`config.mk`:
```
export PLATFORM = sky130hd
export DESIGN_NAME = pattern_generator
export DESIGN_NICKNAME = d
export VERILOG_FILES = /design/src/rtl/vga_pkg.sv /design/src/rtl/box_mover.sv /design/src/rtl/pattern_generator.sv
export SDC_FILE = /design/constraint.sdc
export NUM_CORES = 1
export LEC_CHECK = 0
export CORE_AREA = 4 4 98 100
export DETAILED_ROUTE_END_ITERATION = 8
export DIE_AREA = 0 0 102 104
export MAX_ROUTING_LAYER = met4
export PLACE_DENSITY = 0.63
export SYNTH_ARGS = -nofsm -noshare
export SYNTH_HDL_FRONTEND = slang
export SYNTH_SLANG_ARGS = --single-unit
```
`constraint.sdc`:
```
create_clock -name clk -period 3.7 [get_ports clk]
set_input_delay 0.555 -clock clk [delete_from_list [all_inputs] [get_ports clk]]
set_output_delay 0.555 -clock clk [all_outputs]
set_load 0.02 [all_outputs]
```
`src/rtl/vga_pkg.sv`:
```
// Shared VGA constants: mode encodings, default timing window and the
// 8-colour foreground palette used by the pattern generator.
package vga_pkg;

   localparam logic [1:0] MODE_SOLID   = 2'd0;
   localparam logic [1:0] MODE_BARS    = 2'd1;
   localparam logic [1:0] MODE_CHECKER = 2'd2;
   localparam logic [1:0] MODE_BOX     = 2'd3;

   localparam int H_START_DEF  = 144;
   localparam int H_END_DEF    = 784;
   localparam int V_START_DEF  = 35;
   localparam int V_END_DEF    = 515;
   localparam int BOX_SIZE_DEF = 32;

   typedef struct packed {
      logic [7:0] r;
      logic [7:0] g;
      logic [7:0] b;
   } rgb_t;

   // Full 8-bit palette; every index decodes to its own colour.
   function automatic rgb_t palette(input logic [2:0] idx);
      rgb_t c;
      case (idx)
         3'd0:    c = '{8'hFF, 8'h00, 8'h00};
         3'd1:    c = '{8'h00, 8'hFF, 8'h00};
         3'd2:    c = '{8'h00, 8'h00, 8'hFF};
         3'd3:    c = '{8'hFF, 8'hFF, 8'h00};
         3'd4:    c = '{8'h89, 8'hCF, 8'hF0};
         3'd5:    c = '{8'hFF, 8'hC0, 8'hCB};
         3'd6:    c = '{8'hFF, 8'hFF, 8'hFF};
         default: c = '{8'h00, 8'h00, 8'h00};
      endcase
      return c;
   endfunction

endpackage

```
`src/rtl/box_mover.sv`:
```
// One axis of the bouncing box: position walks 0..MAX_POS and reverses at
// each end. Advances by one step whenever step is high.
module box_mover
   import vga_pkg::*;
#(
   parameter int MAX_POS = H_END_DEF - H_START_DEF - BOX_SIZE_DEF,
   parameter int W       = 10
) (
   input  logic         clk,
   input  logic         rst_n,
   input  logic         step,
   output logic [W-1:0] pos
);

   logic [W-1:0] pos_reg;
   logic         dir_reg;   // 1 = increasing

   // Bounce at the ends, otherwise move one pixel in the current direction.
   always_ff @(posedge clk or negedge rst_n) begin
      if (!rst_n) begin
         pos_reg <= '0;
         dir_reg <= 1'b1;
      end else if (step) begin
         if (dir_reg && pos_reg == W'(MAX_POS)) begin
            dir_reg <= 1'b0;
            pos_reg <= W'(MAX_POS - 1);
         end else if (!dir_reg && pos_reg == '0) begin
            dir_reg <= 1'b1;
            pos_reg <= W'(1);
         end else if (dir_reg) begin
            pos_reg <= pos_reg + W'(1);
         end else begin
            pos_reg <= pos_reg - W'(1);
         end
      end
   end

   assign pos = pos_reg;

endmodule

```
`src/rtl/pattern_generator.sv`:
```
// Test-pattern source for a VGA sync generator: solid colour, colour bars,
// checkerboard and a bouncing box, with one register stage on the outputs
// and a one-clock frame_tick at each frame origin.
module pattern_generator
   import vga_pkg::*;
#(
   parameter int COLOR_W  = 8,
   parameter int H_START  = H_START_DEF,
   parameter int H_END    = H_END_DEF,
   parameter int V_START  = V_START_DEF,
   parameter int V_END    = V_END_DEF,
   parameter int BOX_SIZE = BOX_SIZE_DEF
) (
   input  logic               clk,
   input  logic               rst_n,
   input  logic [1:0]         mode,
   input  logic [2:0]         switches,
   input  logic [9:0]         hcount,
   input  logic [9:0]         vcount,
   input  logic               display_pixel,
   output logic [COLOR_W-1:0] red,
   output logic [COLOR_W-1:0] green,
   output logic [COLOR_W-1:0] blue,
   output logic               frame_tick
);

   localparam int BAR_W   = (H_END - H_START) / 8;
   localparam int BOX_LOG = $clog2(BOX_SIZE);
   localparam int X_MAX   = H_END - H_START - BOX_SIZE;
   localparam int Y_MAX   = V_END - V_START - BOX_SIZE;

   logic [9:0]         x, y;
   logic [9:0]         bx, by;
   logic               active;
   logic               in_box;
   logic [2:0]         bar_idx;
   rgb_t               fg;
   rgb_t               pix_next;
   logic               origin;
   logic               origin_reg;
   logic               frame_tick_reg;
   logic [COLOR_W-1:0] red_reg, green_reg, blue_reg;

   // 11-bit compares keep the window test correct up to a 1024 limit.
   assign active = ({1'b0, hcount} >= 11'(H_START)) && ({1'b0, hcount} < 11'(H_END)) &&
                   ({1'b0, vcount} >= 11'(V_START)) && ({1'b0, vcount} < 11'(V_END)) &&
                   display_pixel;
   assign x       = hcount - 10'(H_START);
   assign y       = vcount - 10'(V_START);
   assign bar_idx = 3'(x / 10'(BAR_W));
   assign fg      = palette(switches);
   assign in_box  = ({1'b0, x} >= {1'b0, bx}) && ({1'b0, x} < {1'b0, bx} + 11'(BOX_SIZE)) &&
                    ({1'b0, y} >= {1'b0, by}) && ({1'b0, y} < {1'b0, by} + 11'(BOX_SIZE));
   assign origin  = (hcount == 10'd0) && (vcount == 10'd0);

   // Pick the 8-bit colour for the current pixel; black outside the window.
   always_comb begin
      pix_next = '0;
      if (active) begin
         case (mode)
            MODE_SOLID:   pix_next = fg;
            MODE_BARS:    pix_next = palette(bar_idx);
            MODE_CHECKER: pix_next = (x[BOX_LOG] ^ y[BOX_LOG]) ? rgb_t'('0) : fg;
            default:      pix_next = in_box ? fg : rgb_t'('0);
         endcase
      end
   end

   // Register the truncated colour and detect the rising edge of the origin.
   always_ff @(posedge clk or negedge rst_n) begin
      if (!rst_n) begin
         red_reg        <= '0;
         green_reg      <= '0;
         blue_reg       <= '0;
         frame_tick_reg <= 1'b0;
         origin_reg     <= 1'b1;
      end else begin
         red_reg        <= pix_next.r[7 -: COLOR_W];
         green_reg      <= pix_next.g[7 -: COLOR_W];
         blue_reg       <= pix_next.b[7 -: COLOR_W];
         frame_tick_reg <= origin && !origin_reg;
         origin_reg     <= origin;
      end
   end

   box_mover #(.MAX_POS(X_MAX), .W(10)) u_box_x (
      .clk   (clk),
      .rst_n (rst_n),
      .step  (frame_tick_reg),
      .pos   (bx)
   );

   box_mover #(.MAX_POS(Y_MAX), .W(10)) u_box_y (
      .clk   (clk),
      .rst_n (rst_n),
      .step  (frame_tick_reg),
      .pos   (by)
   );

   assign red        = red_reg;
   assign green      = green_reg;
   assign blue       = blue_reg;
   assign frame_tick = frame_tick_reg;

endmodule
```
Word-level counts from Yosys, hierarchy flattened
Cells that the tools add are included.
{ "totals": {"regBits": 48} }
{ "classes": {"addsub": 8, "div": 1, "n_lt_le_gt_ge": 8, "eq_ne": 16, "n_mux": 16, "bitwise": 1, "reduce_logical": 27} }
{ "ops": {"columns": ["cell", "n"], "rows": [
  ["24-bit one-hot mux with 7 select lines", 2],
  ["24-bit two-way mux", 3],
  ["24-bit one-hot mux with 3 select lines", 1],
  ["10-bit two-way mux", 6],
  ["10-bit logical NOT", 4],
  ["10-bit by 6-bit adder with 11-bit output, second input constant", 2],
  ["10-bit by 11-bit < comparator with 1-bit output", 2],
  ["10-bit by 1-bit adder with 10-bit output, second input constant", 2],
  ["10-bit greater-or-equal comparator", 2],
  ["10-bit < comparator, second input constant", 2],
  ["10-bit by 1-bit subtractor with 10-bit output, second input constant", 2],
  ["3-bit equality test, second input constant", 6],
  ["1-bit logical AND", 13],
  ["3-bit by 2-bit equality test with 1-bit output, second input constant", 4],
  ["10-bit by 7-bit divider with 10-bit output, second input constant", 1],
  ["10-bit equality test, second input constant", 1],
  ["10-bit by 9-bit equality test with 1-bit output, second input constant", 1],
  ["10-bit by 6-bit greater-or-equal comparator with 1-bit output, second input constant", 1],
  ["10-bit by 8-bit greater-or-equal comparator with 1-bit output, second input constant", 1],
  ["10-bit by 6-bit subtractor with 10-bit output, second input constant", 1],
  ["10-bit by 8-bit subtractor with 10-bit output, second input constant", 1],
  ["3-bit by 1-bit equality test with 1-bit output, second input constant", 2],
  ["3-bit logical NOT", 2],
  ["1-bit two-way mux", 4],
  ["other kinds (7)", 11]
]} }

Depth between registers and ports, before layout
Gate-level depths: netlist (run 1).
{ "logic_depth": {"word_depth": 8, "depth_mapped": 14} }

Modules after synthesis
A second synthesis (run 1) with hierarchy kept.
{ "unflattened": {"cells_unflattened": 505, "area_unflattened_um2": 4170.2} }
{ "by_module_without_submodules": {"columns": ["module", "n_inst", "cells_per_inst", "area_per_inst_um2", "seq_area_each_um2"], "rows": [
  ["pattern_generator", 1, 308, 2363.5, 276.5],
  ["box_mover at u_box_y", 1, 103, 919.6, 276.5],
  ["box_mover at u_box_x", 1, 94, 887.1, 276.5]
]} }

Worst setup path after synthesis (run 1)
Ideal clock, no wire load.
{ "synth_timing": {"path_kind": "input to register", "start": "input port vcount[4]", "end": "register blue_reg[5], in the netlist blue[5]", "setup_ns": 0.078, "arrival_ns": 3.238, "path_slack_ns": 0.385, "path_stages": 13, "n_path_buf": 0, "path_cell_list": "or3_1 > a21oi_1 > nor2b_1 > nor2_1 > xor2_1 > ha_1 > a21o_1 > a211oi_1 > a21oi_1 > nor4b_1 > a31oi_1 > or3_1 > a21oi_1"} }
{ "synth_between": {"elab_chain_len": 7} }
{ "synth_rtl": {"columns": ["element", "line", "rtl"], "rows": [
  ["start, declared", "pattern_generator.sv:19", "input logic [9:0] vcount,"],
  ["10-bit by 6-bit subtractor with 10-bit output", "pattern_generator.sv:49", "assign y = vcount - 10'(V_START);"],
  ["10-bit greater-or-equal comparator", "pattern_generator.sv:53", "({1'b0, y} >= {1'b0, by}) && ({1'b0, y} < {1'b0, by} + 11'(BOX_SIZE));"],
  ["1-bit logical AND", "pattern_generator.sv:52", "assign in_box = ({1'b0, x} >= {1'b0, bx}) && ({1'b0, x} < {1'b0, bx} + 11'(BOX_SIZE)) &&"],
  ["1-bit logical AND", "pattern_generator.sv:53", null],
  ["24-bit two-way mux", "pattern_generator.sv:64", "default: pix_next = in_box ? fg : rgb_t'('0);"],
  ["24-bit one-hot mux with 3 select lines", "pattern_generator.sv:60", "case (mode)"],
  ["24-bit two-way mux (*)", "pattern_generator.sv:59", "if (active) begin"],
  ["end signal, assigned", "pattern_generator.sv:80", "blue_reg <= pix_next.b[7 -: COLOR_W];"],
  ["end, declared", "pattern_generator.sv:42", "logic [COLOR_W-1:0] red_reg, green_reg, blue_reg;"]
]} }
Every way passes the cells marked *; elsewhere a longest branch is shown, timed or not.
A chain may end at the register's enable or synchronous reset.

Final worst setup path (run 1)
Ends and elaborated chain as after synthesis.

==> results of run 1 <==
==> path summary, 6_finish.rpt <==
| check | cells after the start | endpoint |
|---|---|---|
| worst max-delay path | 15 | blue[5]$_DFF_PN0_ |
| worst min-delay path | 1 | u_box_y.pos[9]$_DFFE_PN0P_ |
| worst max register to register | 10 | u_box_x.pos[9]$_DFFE_PN0P_ |
| worst min register to register | 1 | u_box_y.pos[9]$_DFFE_PN0P_ |
| max in group asynchronous | 2 | u_box_x.dir_reg$_DFFE_PN1P_ |
| min in group asynchronous | 2 | blue[5]$_DFF_PN0_ |
==> layer usage <==
layer	share of wire, %	vias up
met5	0	-
met2	49	90
li1	-	1792
met1	44	1679
met3	4.6	16
met4	2.4	0
==> logic make-up after synthesis <==
| kind of cell | Yosys count | share of synthesized area (%) |
|---|---|---|
| mux | 5 | 1.40 |
| fa+ha+maj | 56 | 18.7 |
| simple gates | 132 | 17.7 |
| flops | 33 | 21.6 |
| buf+inv | 66 | 8.32 |
| xor+xnor | 39 | 8.91 |
| compound gates | 131 | 23.3 |
==> power groups by stage <==
stage | Combinational, mW | Sequential (mW) | Clock [mW]
3_3_place_gp | 0.350 | 0.374 | 0
6_report | 0.367 | 0.368 | 0.289
2_1_floorplan | 0.216 | 0.380 | 0
3_5_place_dp | 0.357 | 0.375 | 0
4_1_cts | 0.359 | 0.368 | 0.298
5_1_grt | 0.407 | 0.368 | 0.313
==> cell type report <==
cell class | count | area [sq um] | share of cell area [%]
clock buffer | 8 | 90.1 | 1.91
inverter | 39 | 146 | 3.11
multi-input combinational | 363 | 2730 | 58.1
sequential | 33 | 830 | 17.6
tap | 108 | 135 | 2.87
timing repair buffer | 85 | 771 | 16.4
==> placed cells by master, fill, tap and decap left out, types with 20 or more instances in the layout <==
master and instances:
inv_1 38, ha_1 53, nand2_1 26, buf_4 33
a21oi_1 31, xor2_1 21, nor2_1 33, dfrtp_1 30
clkdlybuf4s50_1 51, o21ai_0 20
==> repair_timing <==
action | CTS | global route
endpoints found under the setup margin | 7 | 7
cloned | 0 | 0
resized for setup | 2 | 11
setup buffers | 0 | 1
pin swaps | 1 | 4
==> summary.txt, run 1 <==
Final instance area: 4710 sq um
Commonest cells post-synth: 54 x ha_1, 38 x inv_1, 34 x nor2_1, 32 x a21oi_1, 30 x dfrtp_1
1st-pass router iterations: 4
DR iter-0 viols: 126
Sw Pwr: 328 uW
Largest net degree at the start of global routing: 34
Clock Path Buffers: 2
CP startpoint: vcount[4]
Setup Viol. Count Final: 0
Total global routing overflow: 0
Mapped Area: 3830 sq um
Clock Latency Late Sink: 290 ps
Pwr/cell area: 217 nW/um^2
Sinks on Clock Net: 33
Via count of the routed design: 3577
FF+latch count, synth: 33
Clock Skew: 9.50 ps
Max cap viols: 0
DR vias/cell: 5.62
Peak fanout along the critical path: 4
Clock share of power: 28.2%
Total Power: 1.02 mW
Placement row count: 34
H-tree Lvls: 2
Place WS: -373 ps
Min-delay src: u_box_y.pos[9]$_DFFE_PN0P_
Placed cell area: 4560 sq um
Yosys Warn Count: 0
P&R area growth vs syn: 22.7%
Run status: finished clean
Wirelength, routed: 9730 um
Worst Tran Pin Value: 584 ps
Std-Cell Core Area: 8680 sq um
IR drop worst, VDD: 0.154 mV
Hold Vio Cnt, Final: 0
Crit path largest cell delay: 440 ps
CTS tree: built
R2r startpoint: u_box_x.dir_reg$_DFFE_PN1P_
Comb pwr share: 35.8%
Top_reg_cell synth: dfrtp_1
Vias in the first global route: 3578
Ranking of synthesized cells by area: dfrtp_1 20%, ha_1 18%, xor2_1 4.8%, a21oi_1 4.2%, xnor2_1 4.1%
GR Util met3: 2.82%
Final Util: 54.2%
Initial antenna violation count: 0
Final RePlAce weighted congestion: 0.878
Post-CTS Hold Fix Bufs: 0
Tmin final: 3520 ps
Req. time, crit path: 3910 ps
Gate Count Post-Synth: 462
Pleak: 2.08 nW
Max-slew violations: 0
Nets: 611
Setup TNS: 0 ps
Layout cells sized above 1: 12.3%
Internal power: 695 uW
Fillers: 798
First-pass GRT wire length: 16300 um
CTS buffer count: 5
Switching part of the total: 32.0%
GRT met2 Usage: 31.6%
Cell taking the most area after synthesis: dfrtp_1
Crit Path Class: in -> reg
Met1 usage: 24.0%
GRT Total Usage: 19.2%
Async S/R FF share, synth: 100%
Kind of cell adding the most delay to the critical path: simple AND/OR/NAND/NOR gates
Max stage delay cell, worst path: clkdlybuf4s50_1
FF-to-FF setup slack: 900 ps
Detailed-placement wirelength estimate: 7880 um
Tcrit/Tclk final: 95.3%
Post-route setup slack: 175 ps
PortBufs: 52
CTS root buffer: clkbuf_8
DRC errors left: 0
Top-Level Pins: 53
Yosys top cell area share: 19.6%
Worst min-delay path class: reg -> reg
Mean routed wirelength per cell: 15.3 um
Final non-filler cell total: 636
Synth cell types: 67
Flop pwr share: 35.9%
Max_slew headroom: 60.7%
Critical path cell sequence: clkdlybuf4s50_1 -> or3_4 -> a21oi_4 -> nor2b_1 -> nor2_1 -> xor2_1 -> ha_1 -> a21o_1 -> a211oi_2 -> a21oi_1 -> nor4b_2 -> buf_4 -> a31oi_2 -> or3_1 -> a21oi_1
Die X: 102 um
Register area share after synthesis: 21.6%
Die area: 10600 sq um
CP bufs+invs: 2
Crit end category: flop
Maximum clock frequency: 284 MHz
Crit start category: primary input
Starting Density: 44.2%
Synthesized Nets: 546
Hold_ws: 531 ps
Die Y: 104 um
Post-synth EDFFs: 0
Post-route ant nets: 0
GR peak layer: met2
Top cell by count, worst path: a21oi_1
Count leader, synth: ha_1
Clock slew at reported path FFs: 70 ps
N_diodes: 0
Avg Inst Size Synth: 8.30 sq um
Worst EP arrival: 3740 ps
Inst Count DP: 627
(Power assumes the default switching activity.)
==> run 2: changes to the inputs <==
Settings changed: CORE_AREA 4 4 98 100 to 10 10 95 97, DIE_AREA 0 0 102 104 to 0 0 105 107, GPL_ROUTABILITY_DRIVEN from default to 0, PLACE_DENSITY 0.63 to 0.75.
==> run 2 against run 1 <==
  * Sequential share of layout area rose by 0.18 points
  * Final area shrank 0.98%
  * Maximum frequency fell by 1.1%
  * Largest power group unchanged
  * Combinational power about the same
==> summary.txt, run 2 (same netlist as run 1, synthesis figures left out) <==
Most common cell after layout, fill and taps aside: ha_1
GRT Total Usage: 18.1% (-1.1 points)
1st-pass router iterations: 4 (unchanged)
Total Power: 1.02 mW (-0.32%)
Crit path largest cell delay: 420 ps (-20 ps)
PortBufs: 52 (unchanged)
Die Y: 107 um (+2.9%)
Clock Skew: 5.30 ps (-4.20 ps)
Flop pwr share: 36.0% (about the same)
Initial antenna violation count: 0 (unchanged)
Clock Path Buffers: 2 (unchanged)
Sequential cell area: 830 sq um (unchanged)
Die X: 105 um (+2.9%)
Crit Path Class: in -> reg
Post-route ant nets: 0 (unchanged)
Maximum clock frequency: 280 MHz (-1.1%)
Clock Latency Late Sink: 280 ps (about the same)
Area occupied by multi-input gates: 2720 sq um (-0.64%)
Critical Path Stages: 14 (-1)
Fillers: 618 (-23%)
Min-delay src: u_box_y.pos[9]$_DFFE_PN0P_
Clock share of power: 28.3% (about the same)
Via count of the routed design: 3592 (+0.42%)
CTS tree: built
Starting Density: 53.7% (+9.5 points)
Hold EP: u_box_y.pos[9]$_DFFE_PN0P_
CTS buffer count: 5 (unchanged)
Tmin final: 3570 ps (+40.8 ps)
DRC errors left: 0 (unchanged)
CP bufs+invs: 1 (-1)
Peak fanout along the critical path: 3 (-1)
CTS root buffer: clkbuf_8
IR drop worst, VDD: 0.134 mV (-13%)
Nets: 609 (-0.33%)
Placement row count: 31 (-8.8%)
Max-slew violations: 0 (unchanged)
DR vias/cell: 5.75 (+2.2%)
Mean routed wirelength per cell: 16.1 um (+4.9%)
Pwr/cell area: 219 nW/um^2 (+0.67%)
Internal power: 692 uW (-0.52%)
Pleak: 2.06 nW (-0.97%)
Critical path cell sequence: clkdlybuf4s50_1 -> or3_1 -> a21oi_2 -> nor2b_1 -> nor2_1 -> xor2_1 -> ha_1 -> a21o_1 -> a211oi_1 -> a21oi_1 -> nor4b_2 -> a31oi_1 -> or3_1 -> a21oi_1
Switching part of the total: 32.2% (+0.14 points)
Comb pwr share: 35.7% (about the same)
Reg2Reg Depth: 10 (unchanged)
Max cap viols: 0 (unchanged)
Hold path cells: 1 (unchanged)
FF-to-FF setup slack: 870 ps (-30 ps)
Hold Vio Cnt, Final: 0 (unchanged)
DR iter-0 viols: 191 (+52%)
Total global routing overflow: 0 (unchanged)
Std-Cell Core Area: 7140 sq um (-18%)
Setup Viol. Count Final: 0 (unchanged)
Commonest non-fill, non-tap cells in the layout: 54 x ha_1, 52 x clkdlybuf4s50_1, 38 x inv_1, 34 x nor2_1
Worst Tran Pin Value: 574 ps (-10.2 ps)
Max stage delay cell, worst path: clkdlybuf4s50_1
Sw Pwr: 328 uW (+0.12%)
Tcrit/Tclk final: 96.4% (+1.1 points)
Die area: 11200 sq um (+5.9%)
Detailed-placement wirelength estimate: 8130 um (+3.2%)
Vias in the first global route: 3583 (+0.14%)
Run status: finished clean
Sinks on Clock Net: 33 (unchanged)
Inst Count DP: 616 (-1.8%)
First-pass GRT wire length: 16800 um (+3.0%)
P&R area growth vs syn: 21.5%
Worst min-delay path class: reg -> reg
Largest net degree at the start of global routing: 34 (unchanged)
Worst flop-to-flop path endpoint: u_box_x.pos[9]$_DFFE_PN0P_
Layout cells sized above 1: 11.2% (-1.1 points)
Clock slew at reported path FFs: 70 ps (about the same)
Crit start category: primary input
Post-CTS Hold Fix Bufs: 0 (unchanged)
Wirelength, routed: 10000 um (+3.1%)
R2r startpoint: u_box_x.dir_reg$_DFFE_PN1P_
Kind of cell adding the most delay to the critical path: simple AND/OR/NAND/NOR gates
Req. time, crit path: 3910 ps (about the same)
N_diodes: 0 (unchanged)
Top-Level Pins: 53 (unchanged)
Worst EP arrival: 3780 ps (+40 ps)
H-tree Lvls: 2 (unchanged)
Crit end category: flop
Final non-filler cell total: 625 (-1.7%)
Max_slew headroom: 61.4% (+0.68 points)
## run 2: final cells by class
type                    count  area share (%)
multi-input cells         363            58.3
clock buffers               8            1.93
well taps                  99            2.66
flip-flops and latches     33            17.8
repair buffers             83            16.2
inverters                  39            3.14
## run 2: layer usage
| layer | track usage, % | part of all wire [%] | vias to the layer above |
|---|---|---|---|
| met5 | - | 0 | - |
| met3 | 2.99 | 4.6 | 11 |
| met4 | 3.92 | 0.79 | 0 |
| met2 | 32.1 | 50 | 103 |
| li1 | - | - | 1787 |
| met1 | 21.1 | 45 | 1691 |
## run 2: worst register-to-register path, stage by stage, from the launching register on
cell	delay, ps
dfstp_2	580
inv_1	190
ha_1	330
a21o_1	170
a21oi_1	310
o211ai_1	190
a31o_2	270
a21oi_1	170
xnor2_1	100
a31o_2	250
a22o_1	170
## run 2: worst max-delay path by stage
stage	start	endpoint	slack [ps]
2_1_floorplan	vcount[4]	blue[5]$_DFF_PN0_	380
3_3_place_gp	vcount[4]	red[6]$_DFF_PN0_	-230
3_5_place_dp	vcount[4]	red[6]$_DFF_PN0_	-340
4_1_cts	vcount[4]	red[3]$_DFF_PN0_	10
5_1_grt	vcount[4]	blue[5]$_DFF_PN0_	-90
6_report	vcount[4]	blue[5]$_DFF_PN0_	130
## run 2: per-stage QoR
stage / cell area [sq um] / hold WS, ps / setup TNS, ps / util (%) / setup slack (ps)
final: 4660 / 541 / 0 / 65.3 / 135
after global routing: 4660 / 576 / -211 / 65.3 / -88.7
after CTS: 4620 / 547 / 0 / 64.8 / 12.6
after detailed placement: 4530 / 531 / -2230 / 63.5 / -339
after global placement: 4530 / 527 / -1470 / 63.5 / -227
after floorplan: 3830 / 259 / 0 / - / 385
## run 2: power by group through the flow
stage	clock network, mW	logic, mW	registers, mW
floorplan	0	0.216	0.380
global placement	0	0.343	0.374
detailed placement	0	0.351	0.375
CTS	0.287	0.354	0.368
global route	0.301	0.401	0.368
finish	0.288	0.364	0.368
## run 2: timing repair
action	4_1_cts	5_1_grt
buffers inserted	0	1
pin swaps	0	3
endpoints found under the setup margin	6	9
endpoints found under the hold margin	0	0
resized for setup	1	8
==> run 3: changes to the inputs <==
Settings changed: PLACE_DENSITY 0.75 to 0.8.
==> run 3 against run 2 <==
  * Count of clock-buffer cells in the layout unchanged
  * Core utilization up 0.68 points
  * Via count up 0.97%
  * Die area unchanged
  * Final cell count up 0.16%
  * Combinational power up 1%
  * Flip-flop and latch count unchanged
  * Maximum frequency down 0.11%
  * Worst setup slack worse by 4.0 ps
  * Critical path type unchanged
==> summary.txt, run 3 (same netlist as run 1, synthesis figures left out) <==
Run status: finished clean
CTS root buffer: clkbuf_8
Via count of the routed design: 3627 (+0.97%)
Initial antenna violation count: 0 (unchanged)
Min-delay src: u_box_y.pos[9]$_DFFE_PN0P_
DR iter-0 viols: 182 (-4.7%)
Worst EP arrival: 3790 ps (about the same)
Clock Latency Late Sink: 290 ps (about the same)
FF-to-FF setup slack: 830 ps (-40 ps)
Placed cell area: 4530 sq um (unchanged)
Sinks on Clock Net: 33 (unchanged)
Crit end category: flop
Hold path cells: 1 (unchanged)
Fillers: 594 (-3.9%)
CTS buffer count: 5 (unchanged)
Worst flop-to-flop path endpoint: u_box_x.pos[9]$_DFFE_PN0P_
P&R area growth vs syn: 22.8%
Total Power: 1.03 mW (+0.73%)
Maximum clock frequency: 280 MHz (-0.11%)
Setup Viol. Count Final: 0 (unchanged)
Largest net degree at the start of global routing: 34 (unchanged)
Clock slew at reported path FFs: 70 ps (about the same)
Commonest non-fill, non-tap cells in the layout: 53 x ha_1, 51 x clkdlybuf4s50_1, 38 x inv_1, 33 x nor2_1, 32 x buf_4
N_diodes: 0 (unchanged)
IR drop worst, VDD: 0.104 mV (-22%)
Pleak: 2.08 nW (+0.98%)
DR vias/cell: 5.79 (+0.81%)
Die area: 11200 sq um (unchanged)
Die X: 105 um (unchanged)
Final instance area: 4710 sq um (+1.0%)
DRC errors left: 0 (unchanged)
Max cap viols: 0 (unchanged)
Std-Cell Core Area: 7140 sq um (unchanged)
Detailed-placement wirelength estimate: 7690 um (-5.5%)
Peak fanout along the critical path: 3 (unchanged)
Req. time, crit path: 3920 ps (about the same)
Worst Tran Pin Value: 552 ps (-22.2 ps)
GRT Total Usage: 17.2% (-0.86 points)
Post-route ant nets: 0 (unchanged)
Sequential cell area: 830 sq um (unchanged)
Worst min-delay path class: reg -> reg
Pwr/cell area: 218 nW/um^2 (-0.32%)
Hold EP: u_box_y.pos[9]$_DFFE_PN0P_
Total global routing overflow: 0 (unchanged)
Post-route setup slack: 131 ps (-4.05 ps)
First-pass GRT wire length: 16200 um (-3.7%)
1st-pass router iterations: 5 (+1)
Placement row count: 31 (unchanged)
Crit Path Class: in -> reg
H-tree Lvls: 2 (unchanged)
Clock Path Buffers: 2 (unchanged)
Critical path cell sequence: clkdlybuf4s50_1 -> or3_4 -> a21oi_4 -> nor2b_1 -> nor2b_1 -> xor2_1 -> ha_2 -> nor3_1 -> or3_1 -> nor4b_2 -> buf_4 -> a31oi_2 -> or3_1 -> a21oi_2
Wirelength, routed: 9670 um (-3.6%)
Clock Skew: 5.09 ps (-0.209 ps)
CTS tree: built
Hold_ws: 545 ps (+4.55 ps)
Place WS: -301 ps (+37.7 ps)
Reg2Reg Depth: 10 (unchanged)
Area occupied by multi-input gates: 2760 sq um (+1.4%)
Max_slew headroom: 62.9% (+1.5 points)
Hold Vio Cnt, Final: 0 (unchanged)
Tcrit/Tclk final: 96.5% (+0.11 points)
R2r startpoint: u_box_x.dir_reg$_DFFE_PN1P_
Tmin final: 3570 ps (+4.05 ps)
Die Y: 107 um (unchanged)
Top-Level Pins: 53 (unchanged)
Starting Density: 53.7% (unchanged)
Nets: 610 (+0.16%)
Vias in the first global route: 3646 (+1.8%)
Max stage delay cell, worst path: or3_4
Most common cell after layout, fill and taps aside: ha_1
Crit start category: primary input
Mean routed wirelength per cell: 15.4 um (-3.8%)
PortBufs: 52 (unchanged)
Crit path largest cell delay: 440 ps (+20 ps)
Max-slew violations: 0 (unchanged)
Layout cells sized above 1: 12.5% (+1.3 points)
[run 3: cell count changes in the layout (fill, tap and decap cells not counted), sizes merged]
cell           delta
buf               +1
clkdlybuf4s50     -1
dlymetal6s2s      +1
[run 3: cell type report]
class | instances | area share (%)
Inverter | 39 | 3.11
Multi-Input combinational cell | 363 | 58.5
Clock buffer | 8 | 1.91
Sequential cell | 33 | 17.6
Tap cell | 99 | 2.63
Timing Repair Buffer | 84 | 16.2
[run 3: worst max-delay path: cells and delay by family]
family	cells	cell delay, ps
AO/OA/AOI/OAI	3	350
buffers and inverters	2	590
XOR/XNOR	1	230
adder cells (fa/ha/maj)	1	230
AND/OR/NAND/NOR	7	1820
[run 3: metrics by stage]
| step | utilization, % | setup TNS [ps] | cells |
|---|---|---|---|
| floorplan | - | 0 | 462 |
| global placement | 63.5 | -834 | 616 |
| detailed placement | 63.5 | -1790 | 616 |
| CTS | 64.8 | 0 | 624 |
| global route | 66.0 | -65.4 | 626 |
| finish | 66.0 | 0 | 626 |
[run 3: where the power goes]
part | switching (mW) | total (mW) | internal [mW]
Combinational | 0.189 | 0.368 | 0.179
Clock | 0.140 | 0.292 | 0.152
Sequential | 0.00264 | 0.368 | 0.365
[run 3: worst max-delay path by stage]
stage,end,cells after the start,slack (ps),start
after floorplan,blue[5]$_DFF_PN0_,13,380,vcount[4]
after global placement,blue[5]$_DFF_PN0_,15,-170,vcount[4]
after detailed placement,blue[5]$_DFF_PN0_,15,-300,vcount[4]
after CTS,red[3]$_DFF_PN0_,13,20,vcount[4]
after global routing,blue[5]$_DFF_PN0_,14,-50,vcount[2]
final,blue[5]$_DFF_PN0_,14,130,vcount[2]
[run 3: routing by layer]
metal	global-route usage, %	wire length [um]	part of all wire [%]
met5	-	0	0
met1	19.9	4310	45
met4	5.39	161	1.7
met2	30.2	4740	49
met3	2.63	459	4.7
[run 3: timing repair]
item,4_1_cts,5_1_grt
resized for setup,1,16
hold buffers,0,0
setup endpoints to repair,1,9
pin swaps,0,6
buffers inserted,0,2
